--- config.mk ---
export PLATFORM = sky130hd
export DESIGN_NAME = map_tile_renderer_flat
export DESIGN_NICKNAME = d
export VERILOG_FILES = /design/src/rtl/map_tile_renderer_pkg.sv /design/src/rtl/map_tile_renderer_if.sv /design/src/rtl/map_tile_renderer_lut.sv /design/src/rtl/map_tile_renderer.sv /design/src/flat_wrapper.sv
export SDC_FILE = /design/constraint.sdc
export NUM_CORES = 1
export LEC_CHECK = 0
export ABC_AREA = 0
export BUFFER_PORTS_ARGS = -buffer_cell sky130_fd_sc_hd__buf_2
export CAP_MARGIN = 10
export CORE_MARGIN = 3
export CORE_UTILIZATION = 55
export DETAILED_ROUTE_END_ITERATION = 6
export PLACE_DENSITY = 0.78
export SLEW_MARGIN = 20
export SYNTH_ARGS = -nofsm -noshare
export SYNTH_HDL_FRONTEND = slang
export SYNTH_SLANG_ARGS = --single-unit
--- constraint.sdc ---
create_clock -name clock_50 -period 4.4 [get_ports clock_50]
set_input_delay 0.44 -clock clock_50 [delete_from_list [all_inputs] [get_ports clock_50]]
set_output_delay 0.44 -clock clock_50 [all_outputs]
set_load 0.02 [all_outputs]
--- src/rtl/map_tile_renderer_pkg.sv ---
// Shared definitions for the map display path: cell codes, palette and renderer states.
// The sprite renderer uses the same cell codes and palette.
package map_pkg;

    localparam int CELL_EMPTY  = 0;
    localparam int CELL_WALL   = 1;
    localparam int CELL_PELLET = 2;
    localparam int CELL_POWER  = 3;

    localparam logic [2:0] COL_BLACK   = 3'b000;
    localparam logic [2:0] COL_BLUE    = 3'b001;
    localparam logic [2:0] COL_WHITE   = 3'b111;
    localparam logic [2:0] COL_YELLOW  = 3'b110;
    localparam logic [2:0] COL_MAGENTA = 3'b101;

    typedef enum logic [2:0] {
        ST_IDLE,
        ST_FETCH,
        ST_WAIT,
        ST_DRAW,
        ST_NEXT
    } state_t;

endpackage

--- src/rtl/map_tile_renderer_if.sv ---
// Signal bundle between the tile renderer, the game logic, the MapController read port
// and the vga_adapter plot port.
interface map_tile_renderer_if #(
    parameter int GX_W      = 5,
    parameter int GY_W      = 4,
    parameter int CELL_BITS = 2,
    parameter int X_W       = 8,
    parameter int Y_W       = 7
);
    logic                 frame_tick;
    logic                 cell_req;
    logic [GX_W-1:0]      cell_req_x;
    logic [GY_W-1:0]      cell_req_y;
    logic                 cell_ack;
    logic                 map_rd;
    logic [GX_W-1:0]      map_x;
    logic [GY_W-1:0]      map_y;
    logic [CELL_BITS-1:0] map_data;
    logic [X_W-1:0]       vga_x;
    logic [Y_W-1:0]       vga_y;
    logic [2:0]           vga_colour;
    logic                 vga_plot;
    logic                 busy;
    logic                 frame_done;
    logic [7:0]           overrun_count;

    modport slave (
        input  frame_tick, cell_req, cell_req_x, cell_req_y, map_data,
        output cell_ack, map_rd, map_x, map_y, vga_x, vga_y, vga_colour, vga_plot,
               busy, frame_done, overrun_count
    );

    modport master (
        output frame_tick, cell_req, cell_req_x, cell_req_y, map_data,
        input  cell_ack, map_rd, map_x, map_y, vga_x, vga_y, vga_colour, vga_plot,
               busy, frame_done, overrun_count
    );

endinterface

--- src/rtl/map_tile_renderer_lut.sv ---
// Combinational tile palette: maps a cell code and a pixel offset inside the tile to a colour.
module tile_colour_lut
    import map_pkg::*;
#(
    parameter int TILE      = 8,
    parameter int CELL_BITS = 2,
    parameter int PX_W      = $clog2(TILE)
) (
    input  logic [CELL_BITS-1:0] code,
    input  logic [PX_W-1:0]      px,
    input  logic [PX_W-1:0]      py,
    output logic [2:0]           colour
);

    localparam logic [PX_W-1:0] HALF = PX_W'(TILE / 2);
    localparam logic [PX_W-1:0] EDGE = PX_W'(TILE - 2);

    // Pellet is a single centre dot; the power pellet fills everything but a 1-pixel border.
    always_comb begin
        colour = COL_BLACK;
        if (code == CELL_BITS'(CELL_EMPTY)) begin
            colour = COL_BLACK;
        end else if (code == CELL_BITS'(CELL_WALL)) begin
            colour = COL_BLUE;
        end else if (code == CELL_BITS'(CELL_PELLET)) begin
            if (px == HALF && py == HALF)
                colour = COL_WHITE;
        end else if (code == CELL_BITS'(CELL_POWER)) begin
            if (px != '0 && py != '0 && px <= EDGE && py <= EDGE)
                colour = COL_YELLOW;
        end else begin
            colour = COL_MAGENTA;
        end
    end

endmodule

--- src/rtl/map_tile_renderer.sv ---
// Walks the tile map and expands each cell into a TILE x TILE pixel block, either for a
// whole frame on frame_tick or for one cell on a cell_req/cell_ack handshake.
module map_tile_renderer
    import map_pkg::*;
#(
    parameter int GRID_W    = 20,
    parameter int GRID_H    = 15,
    parameter int TILE      = 8,
    parameter int CELL_BITS = 2,
    parameter int X_W       = 8,
    parameter int Y_W       = 7,
    parameter int GX_W      = 5,
    parameter int GY_W      = 4
) (
    input  logic                clock_50,
    input  logic                resetn,
    map_tile_renderer_if.slave  bus
);

    localparam int              PX_W   = $clog2(TILE);
    localparam logic [GX_W-1:0] LAST_X = GX_W'(GRID_W - 1);
    localparam logic [GY_W-1:0] LAST_Y = GY_W'(GRID_H - 1);
    localparam logic [PX_W-1:0] LAST_P = PX_W'(TILE - 1);

    state_t               state;
    state_t               state_next;
    logic                 full_mode;
    logic [GX_W-1:0]      cx;
    logic [GY_W-1:0]      cy;
    logic [PX_W-1:0]      px;
    logic [PX_W-1:0]      py;
    logic [CELL_BITS-1:0] cell_q;
    logic [2:0]           pix_colour;
    logic                 in_range;
    logic                 last_cell;
    logic                 last_pixel;

    assign in_range   = (cx <= LAST_X) && (cy <= LAST_Y);
    assign last_cell  = (cx == LAST_X) && (cy == LAST_Y);
    assign last_pixel = (px == LAST_P) && (py == LAST_P);
    assign bus.map_x  = cx;
    assign bus.map_y  = cy;

    tile_colour_lut #(
        .TILE      (TILE),
        .CELL_BITS (CELL_BITS),
        .PX_W      (PX_W)
    ) u_lut (
        .code   (cell_q),
        .px     (px),
        .py     (py),
        .colour (pix_colour)
    );

    always_ff @(posedge clock_50 or negedge resetn) begin
        if (!resetn)
            state <= ST_IDLE;
        else
            state <= state_next;
    end

    // An out-of-range single request is detected once its coordinates are latched and
    // skips straight to NEXT, so it acks without touching the map or the screen.
    always_comb begin
        state_next = state;
        unique case (state)
            ST_IDLE:  if (bus.frame_tick || bus.cell_req) state_next = ST_FETCH;
            ST_FETCH: state_next = in_range ? ST_WAIT : ST_NEXT;
            ST_WAIT:  state_next = ST_DRAW;
            ST_DRAW:  if (last_pixel) state_next = ST_NEXT;
            ST_NEXT:  state_next = (full_mode && !last_cell) ? ST_FETCH : ST_IDLE;
            default:  state_next = ST_IDLE;
        endcase
    end

    always_comb begin
        bus.map_rd     = (state == ST_FETCH) && in_range;
        bus.cell_ack   = (state == ST_NEXT) && !full_mode;
        bus.frame_done = (state == ST_NEXT) && full_mode && last_cell;
        bus.busy       = (state != ST_IDLE);
    end

    always_ff @(posedge clock_50 or negedge resetn) begin
        if (!resetn) begin
            full_mode <= 1'b0;
            cx        <= '0;
            cy        <= '0;
            px        <= '0;
            py        <= '0;
            cell_q    <= '0;
        end else begin
            case (state)
                ST_IDLE: begin
                    if (bus.frame_tick) begin
                        full_mode <= 1'b1;
                        cx        <= '0;
                        cy        <= '0;
                    end else if (bus.cell_req) begin
                        full_mode <= 1'b0;
                        cx        <= bus.cell_req_x;
                        cy        <= bus.cell_req_y;
                    end
                end
                ST_WAIT: begin
                    cell_q <= bus.map_data;
                    px     <= '0;
                    py     <= '0;
                end
                ST_DRAW: begin
                    px <= px + 1'b1;
                    if (px == LAST_P)
                        py <= py + 1'b1;
                end
                ST_NEXT: begin
                    if (full_mode) begin
                        if (cx == LAST_X) begin
                            cx <= '0;
                            cy <= last_cell ? '0 : cy + 1'b1;
                        end else begin
                            cx <= cx + 1'b1;
                        end
                    end
                end
                default: ;
            endcase
        end
    end

    // Pixel outputs are registered, so each plot appears one cycle after its DRAW cycle.
    always_ff @(posedge clock_50 or negedge resetn) begin
        if (!resetn) begin
            bus.vga_plot   <= 1'b0;
            bus.vga_x      <= '0;
            bus.vga_y      <= '0;
            bus.vga_colour <= '0;
        end else begin
            bus.vga_plot   <= (state == ST_DRAW);
            bus.vga_x      <= (state == ST_DRAW) ? ((X_W'(cx) << PX_W) | X_W'(px)) : '0;
            bus.vga_y      <= (state == ST_DRAW) ? ((Y_W'(cy) << PX_W) | Y_W'(py)) : '0;
            bus.vga_colour <= (state == ST_DRAW) ? pix_colour : '0;
        end
    end

    always_ff @(posedge clock_50 or negedge resetn) begin
        if (!resetn)
            bus.overrun_count <= 8'd0;
        else if ((state != ST_IDLE) && bus.frame_tick && (bus.overrun_count != 8'hFF))
            bus.overrun_count <= bus.overrun_count + 8'd1;
    end

endmodule

--- src/flat_wrapper.sv ---
// flat-port wrapper written by rule: the top's interface ports become plain ports
module map_tile_renderer_flat import map_pkg::*;
#(
    parameter int GRID_W    = 20,
    parameter int GRID_H    = 15,
    parameter int TILE      = 8,
    parameter int CELL_BITS = 2,
    parameter int X_W       = 8,
    parameter int Y_W       = 7,
    parameter int GX_W      = 5,
    parameter int GY_W      = 4
)
  (clock_50, resetn, bus_frame_tick, bus_cell_req, bus_cell_req_x, bus_cell_req_y, bus_map_data, bus_cell_ack, bus_map_rd, bus_map_x, bus_map_y, bus_vga_x, bus_vga_y, bus_vga_colour, bus_vga_plot, bus_busy, bus_frame_done, bus_overrun_count);
  map_tile_renderer_if #(.GX_W(GX_W), .GY_W(GY_W), .CELL_BITS(CELL_BITS), .X_W(X_W), .Y_W(Y_W)) bus_i ();
  input  logic clock_50;
  input  logic resetn;
  input wire logic [$bits(bus_i.frame_tick)-1:0] bus_frame_tick;
  input wire logic [$bits(bus_i.cell_req)-1:0] bus_cell_req;
  input wire logic [$bits(bus_i.cell_req_x)-1:0] bus_cell_req_x;
  input wire logic [$bits(bus_i.cell_req_y)-1:0] bus_cell_req_y;
  input wire logic [$bits(bus_i.map_data)-1:0] bus_map_data;
  output wire logic [$bits(bus_i.cell_ack)-1:0] bus_cell_ack;
  output wire logic [$bits(bus_i.map_rd)-1:0] bus_map_rd;
  output wire logic [$bits(bus_i.map_x)-1:0] bus_map_x;
  output wire logic [$bits(bus_i.map_y)-1:0] bus_map_y;
  output wire logic [$bits(bus_i.vga_x)-1:0] bus_vga_x;
  output wire logic [$bits(bus_i.vga_y)-1:0] bus_vga_y;
  output wire logic [$bits(bus_i.vga_colour)-1:0] bus_vga_colour;
  output wire logic [$bits(bus_i.vga_plot)-1:0] bus_vga_plot;
  output wire logic [$bits(bus_i.busy)-1:0] bus_busy;
  output wire logic [$bits(bus_i.frame_done)-1:0] bus_frame_done;
  output wire logic [$bits(bus_i.overrun_count)-1:0] bus_overrun_count;
  assign bus_i.frame_tick = bus_frame_tick;
  assign bus_i.cell_req = bus_cell_req;
  assign bus_i.cell_req_x = bus_cell_req_x;
  assign bus_i.cell_req_y = bus_cell_req_y;
  assign bus_i.map_data = bus_map_data;
  assign bus_cell_ack = bus_i.cell_ack;
  assign bus_map_rd = bus_i.map_rd;
  assign bus_map_x = bus_i.map_x;
  assign bus_map_y = bus_i.map_y;
  assign bus_vga_x = bus_i.vga_x;
  assign bus_vga_y = bus_i.vga_y;
  assign bus_vga_colour = bus_i.vga_colour;
  assign bus_vga_plot = bus_i.vga_plot;
  assign bus_busy = bus_i.busy;
  assign bus_frame_done = bus_i.frame_done;
  assign bus_overrun_count = bus_i.overrun_count;
  map_tile_renderer #(.GRID_W(GRID_W), .GRID_H(GRID_H), .TILE(TILE), .CELL_BITS(CELL_BITS), .X_W(X_W), .Y_W(Y_W), .GX_W(GX_W), .GY_W(GY_W)) u_core (.clock_50(clock_50), .resetn(resetn), .bus(bus_i));
endmodule
==> Word-level counts from Yosys, hierarchy flattened <==
Cells that the tools add are included.
{ "classes": {"bitwise_logic": 2, "eq_ne": 20, "muxes": 30, "n_addsub": 5, "reduce_logical": 30, "n_lt_le_gt_ge": 4} }
{ "ops": {"columns": ["op", "count"], "rows": [
  ["2-to-1 mux 3 bit", 11],
  ["2-to-1 mux 4 bit", 5],
  ["2-to-1 mux 5 bit", 4],
  ["equality test 3 bit, second input constant", 5],
  ["case mux 3 bit (5 select lines)", 1],
  ["logical AND 1 bit", 14],
  ["case mux 3 bit (2 select lines)", 2],
  ["!= test 2 x 1 -> 1 bit, second input constant", 5],
  ["case mux 5 bit (2 select lines)", 1],
  ["nonzero test 3 bit", 3],
  ["adder 8 x 1 -> 8 bit, second input constant", 1],
  ["2-to-1 mux 8 bit", 1],
  ["!= test 8 bit, second input constant", 1],
  ["bitwise OR 8 x 3 -> 8 bit", 1],
  ["case mux 4 bit (2 select lines)", 1],
  ["2-to-1 mux 7 bit", 1],
  ["bitwise OR 7 x 3 -> 7 bit", 1],
  ["adder 3 x 1 -> 3 bit, second input constant", 2],
  ["equality test 3 x 2 -> 1 bit, second input constant", 2],
  ["<= comparator 3 bit, second input constant", 2],
  ["AND reduction 2 bit", 3],
  ["nonzero test 2 bit", 3],
  ["adder 5 x 1 -> 5 bit, second input constant", 1],
  ["equality test 5 bit, second input constant", 1],
  ["other kinds (15)", 19]
]} }
{ "totals": {"out_inout_bits": 40, "ff_bits": 48, "in_bits": 15, "word_cells": 103} }

==> Depth between registers and ports, before layout <==
Gate-level depths: netlist (run 1).
{ "logic_depth": {"ltp_word": 10, "ltp_mapped": 6, "mapped_depth_nobuf": 6} }

==> By module <==
From an unflattened synthesis (run 1), not the netlist that was laid out.
{ "unflattened": {"hier_cells": 220, "area_unflattened_um2": 2297.2} }
{ "by_module_without_submodules": {"columns": ["mod", "n_inst", "cells_each", "area_each_um2", "seq_area_each_um2"], "rows": [
  ["map_tile_renderer", 1, 208, 2215.9, 1201.2],
  ["tile_colour_lut", 1, 12, 81.3, 0.0]
]} }

==> Worst setup path before layout (run 1) <==
OpenSTA, ideal clock, no wires.
{ "synth_timing": {"path_kind": "register -> output", "startpoint": "register u_core.cx[0], in the netlist u_core.bus.map_x[0]", "endpoint": "output bus_frame_done", "t_required_ns": 3.960, "path_buffers": 0, "path_stages_with_launch": 4, "slack_ns": 2.416, "t_arrival_ns": 1.544, "cell_sequence": "dfrtp_1 -> ha_1 -> nand4bb_1 -> nor3_1"} }
{ "synth_via": {"elab_chain_cells": 3} }
{ "synth_lines": {"columns": ["item", "line", "rtl"], "rows": [
  ["start: declaration", "map_tile_renderer.sv:28", "logic [GX_W-1:0] cx;"],
  ["start signal: assignment", "map_tile_renderer.sv:100", "cx <= bus.cell_req_x;"],
  ["start signal: assignment", "map_tile_renderer.sv:120", "cx <= cx + 1'b1;"],
  ["equality test 5 bit", "map_tile_renderer.sv:39", "assign last_cell = (cx == LAST_X) && (cy == LAST_Y);"],
  ["logical AND 1 bit", "map_tile_renderer.sv:39", null],
  ["logical AND 1 bit", "map_tile_renderer.sv:79", "bus.frame_done = (state == ST_NEXT) && full_mode && last_cell;"],
  ["end: declaration", "flat_wrapper.sv:31", "output wire logic [$bits(bus_i.frame_done)-1:0] bus_frame_done;"]
]} }
Every way passes these cells.

==> Worst setup path in the final report (run 1) <==
{ "layout_timing": {"startpoint": "register u_core.cx[0], in the netlist u_core.bus.map_x[0]", "endpoint": "output bus_map_rd"} }
{ "layout_via": {"elab_chain_cells": 3} }
{ "layout_lines": {"columns": ["item", "line", "rtl"], "rows": [
  ["<= comparator 5 bit", "map_tile_renderer.sv:38", "assign in_range = (cx <= LAST_X) && (cy <= LAST_Y);"],
  ["logical AND 1 bit", "map_tile_renderer.sv:38", null],
  ["logical AND 1 bit", "map_tile_renderer.sv:77", "bus.map_rd = (state == ST_FETCH) && in_range;"],
  ["end: declaration", "flat_wrapper.sv:23", "output wire logic [$bits(bus_i.map_rd)-1:0] bus_map_rd;"]
]} }
Every way passes these cells.

==> run metrics, run 1 <==
status complete, no violations; Final min period 2.28 ns; CTS buffer count 5; Die Height slightly above 70 um; Max-Cap Viols 0; post-detail-place hpwl 3390 um; FF-to-FF Start u_core.state[1]; Yosys reg bits 48; largest family of logic cells by synthesized area simple AND/OR/NAND/NOR gates; static leakage 1.40 nW; syn_nets 246; Main synth FF type dfrtp_1; drt total wl 4670 um; Max IR drop VDD 0.381 mV; CP Capture Point bus_map_rd; CTS tree built; Root Buffer clkbuf_8; DR vias/cell 5.46; area post-placement approximately 2600 um^2; antenna cell count 0; register area share after synthesis 0.513; top post-synthesis cells by area dfrtp_1 (51%), ha_1 (6.4%), nor2_1 (3.7%); post-route ant nets 0; Inst Count DP about 320; reg2reg setup slack ~2.3 ns; Reg2Reg Capture Point u_core.py[0]; Overflow after GRT 0; PnR worst setup slack ~2.1 ns; slowest CP cell dfrtp_1; cell breakdown of the critical path ha_1 -> o211ai_1 -> a211o_1 -> nor2_1 -> buf_2; Post-CTS Setup Bufs 0; Total GRT Usage 0.200; clk buf depth 2; Synth Area in XOR/XNOR 0.0262; Critical Path AT 1.84 ns; Slew @ Worst Pin 0.599 ns; crit share post-route 0.518; Mapped Avg Cell Area about 11 um^2; Initial Util 0.578; Crit Path Class register to output pin; DRC 0; Rows 23; Setup Slack @ Placement 2.33 ns; Post-Layout Cell Count 326; kind of end point of the critical path output pin; die area 5080 um^2; Area Overhead vs Synth 18.2%; Post-synth EDFFs 0; H-tree level count 2; RSZ-0062 raised after global routing false; Finished Cell Area between 2000 and 3000 um^2; Max Clock Freq 0.439 GHz; largest net degree at the start of global routing 49; Hold Crit Class primary input to asynchronous set/reset pin; nets 302; Unique masters post-synth 51; leading area contributor after synthesis dfrtp_1; Buffers on Ports 54; setup violators final 0; Routed wire per std cell ~14 um; share of the synthesized area in the top cell type 0.513; Worst Path Required 3.96 ns; die width 71.3 um; hold_buf cts 0; Sink Count 48; Placer Congestion 0.888; relative slew slack 0.601; Synth Area in Simple Gates 0.195; reg2reg path depth 5; post-synthesis mux area share 0.0272; area of the mapped netlist approximately 2300 um^2; FFs w/ async S/R, synth 1.00; Critical Path Source u_core.bus.map_x[0]; Synth Area in Compound Gates 0.136; share of cells above drive strength 1 0.268; Worst Path Max Fanout 7; clk_skew 0.0105 ns; core area 4060 um^2; Power Density 678 nW/um^2; Syn. warnings 0; final core utilization 0.683; vias in the first global route 1746; antenna violations before repair 0; crit-path max cell delay 0.47 ns; vias 1780; post-cts sizing count 0; clk slew on worst S/H paths 0.09 ns; startpoint type of the worst setup path register; Final Hold Viols 0; adder-cell share of the synthesized area 0.0641; synthesized instance count around 220; drt pass-1 iters 4; Slew Viols, Final 0; Total Power 1.88 mW; Clock Latency Late Sink 0.30 ns; I/O pins between 50 and 60; Initial DRC Count 111; first-pass GRT wire length ~8100 um; WHS between 0.1 and 0.15 ns; Fin Setup TNS 0 ns
## per-layer routing
metal | wire length [um] | vias up | track usage
met5 | 0 | - | 0
met2 | 2230 | 52 | 0.323
met4 | 70 | 0 | 0.0605
met1 | 2110 | 846 | 0.272
li1 | - | 874 | -
met3 | 254 | 8 | 0.0407
## worst min-delay path by stage
stage | from | endpoint | slack, ns | cells past startpoint
after floorplan | resetn | u_core.bus.map_x[0] | 0.14 | 0
after global placement | u_core.bus.overrun_count[7] | u_core.bus.overrun_count[7] | 0.48 | 1
after detailed placement | u_core.bus.overrun_count[7] | u_core.bus.overrun_count[7] | 0.48 | 1
after CTS | bus_map_data[1] | u_core.cell_q[1] | 0.35 | 2
after global routing | resetn | u_core.bus.map_y[0] | 0.19 | 1
final | resetn | u_core.bus.map_x[3] | 0.14 | 1
## logic make-up after synthesis
logic type | Yosys count
compound gates | 45
flops | 48
simple gates | 81
buf+inv | 20
xor+xnor | 7
mux | 6
fa+ha+maj | 12
## state kept, by name (all words and copies together) (netlist names), 2 cells and up
signal                    flops
u_core.bus.map_x              5
u_core.bus.map_y              4
u_core.bus.overrun_count      8
u_core.bus.vga_colour         3
u_core.bus.vga_x              8
u_core.bus.vga_y              7
u_core.cell_q                 2
u_core.px                     3
u_core.py                     3
u_core.state                  3
## cells in the mapped netlist, drive strengths merged, types with 3 or more instances
master	n
mux2	3
dfrtp	48
buf	3
mux2i	3
a32o	3
nor3b	4
nor3	6
inv	15
nor2b	3
nor2	25
ha	12
and3	6
xnor2	3
a21oi	8
nand3	7
nand2b	3
o21ai	15
xor2	4
nand2	18
## critical path: cells and delay by family, from the launching register on
family	cells	cell delay, ns
buffers and inverters	1	0.18
DFF	1	0.47
AOI/OAI and AO/OA	2	0.47
adders and majority gates	1	0.30
and+or+nand+nor	1	0.11
## placed cells by master (no fill, tap or decap), types with 4 or more instances in the layout
cell and count:
o21ai_1 4, xor2_1 4, nand2_1 18, buf_2 53
dfrtp_1 48, nor2_1 23, a21oi_1 8, clkbuf_8 7
o21ai_0 9, nand3_1 7, and3_1 6, ha_1 12
inv_1 14, nor3_1 5
## cell type report
type | count | area (um^2)
Clock inverter | 1 | 30.0
Timing Repair Buffer | 54 | 273
Clock buffer | 7 | 96.3
Multi-Input combinational cell | 151 | 1050
Sequential cell | 48 | 1200
Tap cell | 50 | 62.6
Inverter | 15 | 56.3
Fill cell | 321 | 1290
## where the power goes
group	leakage, nW	total (mW)	switching, mW	internal [mW]
combinational	0.705	0.771	0.465	0.305
clock	0.0645	0.343	0.142	0.200
sequential	0.626	0.765	0.184	0.581
total	1.40	1.88	0.792	1.09
Power figures use the tool's default switching activity.
==> inputs of run 2 (changes only) <==
ABC_AREA = 1   (was 0)
CORE_UTILIZATION = 54   (was 55)
PLACE_DENSITY = 0.77   (was 0.78)
clock period = 2.14 ns   (was 4.4 ns; I/O delays follow)
==> run metrics, run 2 <==
Initial DRC Count 163 (+47%); Routed wire per std cell 11.7 um (-18%); largest family of logic cells by synthesized area simple AND/OR/NAND/NOR gates; Post-Layout Cell Count 419 (+29%); Yosys reg bits 48 (unchanged); Worst Path Max Fanout 7 (unchanged); commonest non-fill, non-tap cell in the layout nand2_1; Post-CTS Setup Bufs 0 (unchanged); Clock Latency Late Sink 0.30 ns (about the same); Overflow after GRT 0 (unchanged); largest net degree at the start of global routing 22 (-55%); Initial Util 0.584 (+0.00626); Synth Area in XOR/XNOR 0.0288 (+0.00260); post-synthesis mux area share 0 (-0.0272); crit share post-route 0.864; count leader, synth nand2_1; leading area contributor after synthesis dfrtp_1; vias in the first global route 1937 (+11%); fillers 354 (+10%); register area share after synthesis 0.493 (-0.0195); Syn. warnings 0 (unchanged); kind of end point of the critical path output pin; Power Density 662 nW/um^2 (-2.4%); DRC 0 (unchanged); Critical Path AT 1.63 ns (-0.21 ns); Synth Area in Compound Gates 0.0616 (-0.0745); first-pass GRT wire length 8290 um (+2.5%); RSZ-0062 raised after global routing false; Max Clock Freq 0.541 GHz; CTS tree built; Mapped Avg Cell Area 7.96 um^2 (-26%); Crit Path Class register to output pin; Slew @ Worst Pin 0.328 ns (-0.271 ns); clk slew on worst S/H paths 0.09 ns (about the same); post-cts sizing count 0 (unchanged); Sink Count 48 (unchanged); clk_skew 0.0115 ns (+0.000961 ns); die width 73.2 um (+2.7%); Worst Path Required 1.93 ns (-2.03 ns); Placer Congestion 0.837 (-5.7%); Unique masters post-synth 23 (-55%); Fin Setup TNS 0 ns (unchanged); syn_nets 333 (+35%); antenna violations before repair 0 (unchanged); die area 5350 um^2 (+5.4%); DR vias/cell 5.03 (-7.9%); Area Overhead vs Synth 17.9%; reg2reg setup slack 0.62 ns (-1.67 ns); Die Height 73.2 um (+2.7%); share of cells above drive strength 1 0.203 (-0.0649); startpoint type of the worst setup path register; Main synth FF type dfrtp_1; top post-synthesis cells by area dfrtp_1 (49%), nand2_1 (13%), nor2_1 (8.6%); Final min period roughly 1.8 ns; adder-cell share of the synthesized area 0.0616 (-0.00244); Slew Viols, Final 0 (unchanged); Final Hold Viols 0 (unchanged); setup violators final 0 (unchanged); final core utilization 0.688 (+0.00545); post-route ant nets 0 (unchanged); drt total wl 4920 um (+5.4%); Max-Cap Viols 0 (unchanged); CTS buffer count 5 (unchanged); drt pass-1 iters 4 (unchanged); nets 395 (+31%); status complete, no violations; Post-synth EDFFs 0 (unchanged); synthesized instance count 306 (+40%); Top Registers u_core.bus.overrun_count (8), u_core.bus.vga_x (8), u_core.bus.vga_y (7); Inst Count DP 410 (+29%); Hold Crit Class primary input to register; relative slew slack 0.781 (+0.180); share of the synthesized area in the top cell type 0.493 (-0.0195); Post-synth top cells nand2_1 (82), nor2_1 (56), dfrtp_1 (48), inv_1 (39), nand3_1 (15); Rows 23 (unchanged); area of the mapped netlist 2440 um^2 (+4.0%); post-detail-place hpwl 3690 um (+8.8%); antenna cell count 0 (unchanged); Buffers on Ports 54 (unchanged); FFs w/ async S/R, synth 1.00 (unchanged); Max IR drop VDD 0.499 mV (+31%); static leakage 1.57 nW (+12%); I/O pins 55 (unchanged); vias 2107 (+18%); Total GRT Usage 0.199 (-0.000856); most frequent cells in the layout nand2_1 (82), nor2_1 (56), buf_2 (54), dfrtp_1 (48), inv_1 (39); Synth Area in Simple Gates 0.282 (+0.0871); H-tree level count 2 (unchanged); clk buf depth 2 (unchanged); core area 4170 um^2 (+2.8%); Root Buffer clkbuf_8
==> run 2: repair_timing <==
action,4_1_cts,5_1_grt
hold buffers,1,0
endpoints found under the setup margin,0,0
endpoints found under the hold margin,7,0
==> run 2: where the power goes <==
part	switching [mW]	leakage, nW	internal [mW]
Combinational	0.188	0.984	0.122
Clock	0.291	0.0455	0.264
Sequential	0.0759	0.541	0.960
Total	0.555	1.57	1.35
==> run 2: metal layers <==
metal	up-vias	global-route usage	part of all wire
met5	-	0	0
met4	0	0.0512	0.0085
met3	5	0.0468	0.055
met2	54	0.332	0.47
met1	976	0.259	0.47
li1	1072	-	-
==> run 2: worst paths after layout <==
path | startpoint | depth (start not counted) | to
setup reg to reg | u_core.bus.map_x[0] | 9 | u_core.bus.map_y[2]
hold reg to reg | u_core.full_mode | 2 | u_core.full_mode
setup / recovery | u_core.bus.map_x[0] | 6 | bus_frame_done
min in group asynchronous | resetn | 2 | u_core.state[2]
max in group asynchronous | resetn | 3 | u_core.bus.vga_colour[2]
hold / removal | bus_map_data[1] | 3 | u_core.cell_q[1]
==> run 2: logic make-up after synthesis <==
| group | after synthesis |
|---|---|
| buffers and inverters | 46 |
| AO/OA/AOI/OAI | 26 |
| adder cells (fa/ha/maj) | 12 |
| AND/OR/NAND/NOR | 166 |
| flip-flops | 48 |
| XOR/XNOR | 8 |
==> run 2: cell type report <==
cell class / count / area (um^2) / share of cell area
timing repair buffer: 57 / 295 / 0.103
multi-input combinational: 212 / 1060 / 0.368
clock buffer: 8 / 90.1 / 0.0314
inverter: 44 / 165 / 0.0575
sequential: 48 / 1200 / 0.418
tap: 50 / 62.6 / 0.0218
==> run 2: critical path, cell delays in order (launching register included) <==
cell,delay (ns)
dfrtp_1,0.45
ha_1,0.26
nand2_1,0.09
nor2_1,0.11
nand2_1,0.11
nor2_1,0.13
buf_2,0.18
==> run 2: per-stage QoR <==
| step | setup WS (ns) | total power, mW | cell area [um^2] | hold WS (ns) |
|---|---|---|---|---|
| global placement | 0.684 | 1.36 | 2770 | 0.0743 |
| floorplan | 0.594 | 1.25 | 2440 | -0.0816 |
| detailed placement | 0.640 | 1.36 | 2770 | 0.0792 |
| finish | 0.292 | 1.90 | 2870 | 0.163 |
| CTS | 0.308 | 1.91 | 2870 | 0.166 |
| global route | 0.154 | 1.99 | 2870 | 0.180 |
